<file path="config.mk">
export PLATFORM = sky130hd
export DESIGN_NAME = id_ex_reg
export DESIGN_NICKNAME = d
export VERILOG_FILES = /design/src/rtl/id_ex_reg.sv
export SDC_FILE = /design/constraint.sdc
export NUM_CORES = 1
export LEC_CHECK = 0
export BUFFER_PORTS_ARGS = -buffer_cell sky130_fd_sc_hd__buf_4
export CORE_MARGIN = 5
export CORE_UTILIZATION = 49
export DETAILED_ROUTE_END_ITERATION = 12
export GPL_TIMING_DRIVEN = 1
export PLACE_DENSITY = 0.86
export SLEW_MARGIN = 20
export SYNTH_ARGS = -nofsm -noshare
export SYNTH_HDL_FRONTEND = slang
export SYNTH_SLANG_ARGS = --single-unit
</file>
<file path="constraint.sdc">
create_clock -name clk -period 2.7 [get_ports clk]
set_clock_uncertainty 0.2 [all_clocks]
set_input_delay 0.81 -clock clk [delete_from_list [all_inputs] [get_ports clk]]
set_output_delay 0.81 -clock clk [all_outputs]
set_load 0.01 [all_outputs]
</file>
<file path="src/rtl/id_ex_reg.sv">
// ---------------------------------------------------------------------------
// id_ex_reg -- ID/EX pipeline register of the 5-stage MIPS pipeline.
//
// Captures the control word produced by the control-zeroing stall mux plus the
// ID-stage operands and register specifiers once per cycle. A valid bit
// travels with the instruction so that bubbles stay identifiable downstream.
//
// Per rising edge, priority flush > hold > load:
//   flush : control outputs and valid_out cleared; data/specifiers still load
//   hold  : every stored field (and the bubble counter) keeps its value
//   load  : every field takes its *_in value (1-cycle latency)
// All outputs are flop Q; there is no combinational input->output path.
//
// Ports:
//   clk, reset_n (async, active-low), hold, flush, valid_in
//   RegDst/ALUSrc/MemToReg/RegWrite/MemRead/MemWrite/Branch _in/_out (1 bit)
//   ALUOp_in/_out (2 bits)
//   pc_plus4, rd_data1, rd_data2, imm _in/_out (DATA_W)
//   rs, rt, rd _in/_out (REG_ADDR_W)
//   valid_out
//   bubble_cnt (CNT_W) -- only when ID_EX_PERF_CNT_EN is defined
//
// Optional feature macro: ID_EX_PERF_CNT_EN
//   Adds a saturating counter of edges that load a bubble (flush, or a
//   non-held load with valid_in=0).
// ---------------------------------------------------------------------------
module id_ex_reg #(
  parameter int DATA_W     = 32,
  parameter int REG_ADDR_W = 5,
  parameter int CNT_W      = 16
) (
  input  logic                  clk,
  input  logic                  reset_n,
  input  logic                  hold,
  input  logic                  flush,
  input  logic                  valid_in,
  input  logic                  RegDst_in,
  input  logic                  ALUSrc_in,
  input  logic                  MemToReg_in,
  input  logic                  RegWrite_in,
  input  logic                  MemRead_in,
  input  logic                  MemWrite_in,
  input  logic                  Branch_in,
  input  logic [1:0]            ALUOp_in,
  input  logic [DATA_W-1:0]     pc_plus4_in,
  input  logic [DATA_W-1:0]     rd_data1_in,
  input  logic [DATA_W-1:0]     rd_data2_in,
  input  logic [DATA_W-1:0]     imm_in,
  input  logic [REG_ADDR_W-1:0] rs_in,
  input  logic [REG_ADDR_W-1:0] rt_in,
  input  logic [REG_ADDR_W-1:0] rd_in,
  output logic                  valid_out,
  output logic                  RegDst_out,
  output logic                  ALUSrc_out,
  output logic                  MemToReg_out,
  output logic                  RegWrite_out,
  output logic                  MemRead_out,
  output logic                  MemWrite_out,
  output logic                  Branch_out,
  output logic [1:0]            ALUOp_out,
  output logic [DATA_W-1:0]     pc_plus4_out,
  output logic [DATA_W-1:0]     rd_data1_out,
  output logic [DATA_W-1:0]     rd_data2_out,
  output logic [DATA_W-1:0]     imm_out,
  output logic [REG_ADDR_W-1:0] rs_out,
  output logic [REG_ADDR_W-1:0] rt_out,
  output logic [REG_ADDR_W-1:0] rd_out
`ifdef ID_EX_PERF_CNT_EN
  ,
  output logic [CNT_W-1:0]      bubble_cnt
`endif
);

  // ID -> EX stage boundary
  always_ff @(posedge clk or negedge reset_n) begin
    if (!reset_n) begin
      valid_out    <= 1'b0;
      RegDst_out   <= 1'b0;
      ALUSrc_out   <= 1'b0;
      MemToReg_out <= 1'b0;
      RegWrite_out <= 1'b0;
      MemRead_out  <= 1'b0;
      MemWrite_out <= 1'b0;
      Branch_out   <= 1'b0;
      ALUOp_out    <= 2'b00;
      pc_plus4_out <= '0;
      rd_data1_out <= '0;
      rd_data2_out <= '0;
      imm_out      <= '0;
      rs_out       <= '0;
      rt_out       <= '0;
      rd_out       <= '0;
    end else if (flush || !hold) begin
      // A flush overrides hold so a taken branch can never be frozen in EX;
      // only the control word and valid bit are forced to the bubble value.
      valid_out    <= flush ? 1'b0 : valid_in;
      RegDst_out   <= flush ? 1'b0 : RegDst_in;
      ALUSrc_out   <= flush ? 1'b0 : ALUSrc_in;
      MemToReg_out <= flush ? 1'b0 : MemToReg_in;
      RegWrite_out <= flush ? 1'b0 : RegWrite_in;
      MemRead_out  <= flush ? 1'b0 : MemRead_in;
      MemWrite_out <= flush ? 1'b0 : MemWrite_in;
      Branch_out   <= flush ? 1'b0 : Branch_in;
      ALUOp_out    <= flush ? 2'b00 : ALUOp_in;
      pc_plus4_out <= pc_plus4_in;
      rd_data1_out <= rd_data1_in;
      rd_data2_out <= rd_data2_in;
      imm_out      <= imm_in;
      rs_out       <= rs_in;
      rt_out       <= rt_in;
      rd_out       <= rd_in;
    end
  end

`ifdef ID_EX_PERF_CNT_EN
  function automatic logic [CNT_W-1:0] satInc(input logic [CNT_W-1:0] v);
    return (&v) ? v : v + {{(CNT_W-1){1'b0}}, 1'b1};
  endfunction

  logic bubbleLoad;
  assign bubbleLoad = flush || (!hold && !valid_in);

  always_ff @(posedge clk or negedge reset_n) begin
    if (!reset_n) begin
      bubble_cnt <= '0;
    end else if (bubbleLoad) begin
      bubble_cnt <= satInc(bubble_cnt);
    end
  end
`endif

endmodule
</file>
# [Word level (Yosys, flattened, before mapping)]
# Index checks and enable logic that the tools add are counted.
[totals] regBits=153 out_inout_bits=153
[classes] n_reduce_logical=2 n_mux=9
[ops] op="2-to-1 mux 1 bit" n=8
[ops] op="2-to-1 mux 2 bit" n=1
[ops] op="zero test 1 bit" n=1
[ops] op="logical OR 1 bit" n=1

# [Longest topological paths before layout]
[depth] word_depth=2 mapped_depth=5 mapped_depth_nobuf=2

# [Least setup slack after synthesis]
# OpenSTA, ideal clock, no wires.
[synth_path] kind="input-to-reg" startpoint="input flush" endpoint="register pc_plus4_out[0]" arrival_time_ns=1.644 path_buffers=3 stages=5 setup_time_ns=0.125 required_time_ns=2.375 setup_slack_ns=0.731 cell_sequence="nand2b_1 buf_2 buf_6 buf_6 mux2_4"
[synth_between] elab_chain_len=1
[synth_rtl] element="start: declaration" line="35" source="input logic flush,"
[synth_rtl] element="logical OR 1 bit" line="93" source="end else if (flush || !hold) begin"
[synth_rtl] element="end signal: assignment" line="105" source="pc_plus4_out <= pc_plus4_in;"
[synth_rtl] element="end: declaration" line="61" source="output logic [DATA_W-1:0] pc_plus4_out,"
# Every way passes these cells.
# A chain may end at the register's enable or synchronous reset.

# [Final worst setup path]
[layout_path] startpoint="register rd_data2_out[17]" endpoint="output rd_data2_out[17]"
[layout_rtl] element="start: declaration" line="63" source="output logic [DATA_W-1:0] rd_data2_out,"
[layout_rtl] element="start signal: assignment" line="107" source="rd_data2_out <= rd_data2_in;"
# No word-level cell between the ends.

==> metrics <==
share of cells above drive strength 1=0.7341; CTS tree=done; Iter 0 DRT Violations=174; setup repair bufs after CTS=0; Yosys warnings=0; Final Cell Area=9000 µm²; placed cell areas=8466 µm²; row count=40; Final Net Count=811; Req. time, crit path=1.69 ns; via count=4024; Yosys top cell by area=dfrtp_1; routability congestion estimate from global placement=0.7536; TNS Setup=0 ns; largest cells by area after synthesis=dfrtp_1 64%, mux2_4 18%, mux2_2 14%; gr busiest metal=met2; total gr overflow=0; drc violations=0; Yosys top cell area share=0.6398; Tcrit/Tclk final=0.7354; status=finished clean; Seq/Total Area, Yosys=0.6398; Hold Buf Count CTS=0; post-DP HPWL=12330 µm; Synth Cell Area=5984 µm²; Overall Global Routing Usage=0.2272; worst path bufs/invs=1; drt pass-1 iters=4; Global Route met3 Usage=0.09401; htree depth=4; crit path launch type=flop; Hold Crit Class=in -> async; Synth Instances=335; Pwr Density=641.4 nW/µm²; PortBufs=309; Setup CP Type=reg -> out; R2R depth=1; Die ar.=14520 µm²; Tmin final=1.986 ns; most frequent cells after synthesis=153 x dfrtp_1, 73 x mux2_2, 70 x mux2_4; fin util=0.7493; Slew Limit Headroom=0.6602; met2 usage=0.3992; largest net degree at the start of global routing=55; CTS Sinks=153; most common flop cell mapped by yosys=dfrtp_1; Boundary Pins=310; Sw Ratio=0.2322; GR Util met1=0.2450; Least-Margin Pin Slew=0.5097 ns; Net Count, Synth=492; CTS clk-pin slew, worst paths=0.05 ns; CTS-repair resized insts=0; Max Fclk=503.6 MHz; vias in the first global route=4471; Initial Utilization=0.4982; ant diodes=0; Clock power frac=0.377; master of the slowest instance on the critical path=dfrtp_1; CP top delay family=flip-flops; crit-path cells=buf_4; cts bufs inserted=17; worst slack at placement=0.3780 ns; maximum resistive drop on vdd=457.6 µV; max-slew violation count=0; initial antenna violation count=0; Wirelength per Cell=20.18 µm; Synth Register Bits=153; sequential group share of total power=0.451; ANT nets after route=0; RSZ-0062 raised after global routing=false; Core Area=12010 µm²; CP arrival=0.98 ns; Post-synth ARST share=1.000; total of max-cap violations=0; combinational share of power=0.172; first-pass GRT wire length=24740 µm; worst-case clock buffer depth=2; most common cell in the netlist=dfrtp_1; Cell variety after synth=9; clock latency on the worst-skew pair=0.42 ns; Chip Height=120.5 µm; internal power=4.432 mW; fillers=747; clock root buffer=clkbuf_16; WHS=0.1422 ns; number of flops mapped to enable cells by yosys=0; Avg Inst Size Synth=17.86 µm²; standby leakage power=4.619 nW; final-report setup violation count=0; CP max FO=2; setup ws final=0.7144 ns; final WL=16320 µm; Die X-Extent=120.5 µm; max incr delay on CP=0.40 ns; Critical Path Stages=1; Vias/cell=4.974; Area Overhead vs Synth=50.39%; Hold Fails Final Rpt=0; Crit. End Element=primary output; Psw=1.340 mW
-- power by group through the flow --
stage               clock network [mW]  registers [mW]  logic [mW]
CTS                               2.22            2.60        1.01
floorplan                            0            2.71       0.319
detailed placement                   0            2.63        1.01
global route                      2.33            2.62        1.06
global placement                     0            2.62       0.979
finish                            2.18            2.60       0.994
-- layout by cell type (no fill, tap or decap) --
cell	n
mux2_2	73
buf_12	3
bufinv_16	1
mux2_4	70
buf_4	314
dfrtp_1	153
clkbuf_16	17
clkbuf_1	3
nand2b_4	1
mux2i_1	10
nor2_1	10
clkinvlp_4	1
clkinv_2	1
buf_6	1
clkbuf_8	4
-- routing by layer --
| layer | vias to the layer above | share of wire | wire length (µm) |
|---|---|---|---|
| met1 | 1994 | 0.36 | 5831 |
| met2 | 197 | 0.53 | 8661 |
| met4 | 0 | 0.023 | 369 |
| met3 | 25 | 0.089 | 1458 |
| li1 | 1808 | - | - |
| met5 | - | 0 | 0 |
-- flip-flops by register name, indices dropped and copies added, names as in the netlist, 2 cells and up --
signal,count
rd_data2_out,32
rs_out,5
rd_data1_out,32
ALUOp_out,2
pc_plus4_out,32
imm_out,32
rd_out,5
rt_out,5
-- area by class of cell --
class | instances | area, µm² | area share
clock buffers | 24 | 491.7 | 0.05464
flip-flops and latches | 153 | 3829 | 0.4254
clock inverters | 3 | 42.54 | 0.004727
well taps | 147 | 183.9 | 0.02044
repair buffers | 318 | 2429 | 0.2698
multi-input cells | 164 | 2024 | 0.2249
-- final timing paths --
path	slack (ns)	start	endpoint
setup / recovery	0.71	rd_data2_out[17]$_DFFE_PN0P_	rd_data2_out[17]
hold / removal	0.14	reset_n	rd_data1_out[4]$_DFFE_PN0P_
setup reg to reg	1.70	rd_data2_out[17]$_DFFE_PN0P_	rd_data2_out[17]$_DFFE_PN0P_
hold reg to reg	0.31	rd_out[4]$_DFFE_PN0P_	rd_out[4]$_DFFE_PN0P_
max in group asynchronous	1.49	reset_n	rd_data2_out[7]$_DFFE_PN0P_
min in group clk	0.31	rd_out[4]$_DFFE_PN0P_	rd_out[4]$_DFFE_PN0P_
-- metrics by stage --
stage / total power, mW / std cells
2_1_floorplan: 3.029 / 335
3_3_place_gp: 3.602 / 782
3_5_place_dp: 3.640 / 782
4_1_cts: 5.830 / 809
5_1_grt: 6.010 / 809
6_report: 5.772 / 809
-- logic make-up after synthesis --
family | share of synthesized area
mux | 0.3297
flops | 0.6398
buf+inv | 0.02321
simple gates | 0.007319
Note: power is estimated with default switching activity, not from simulation.
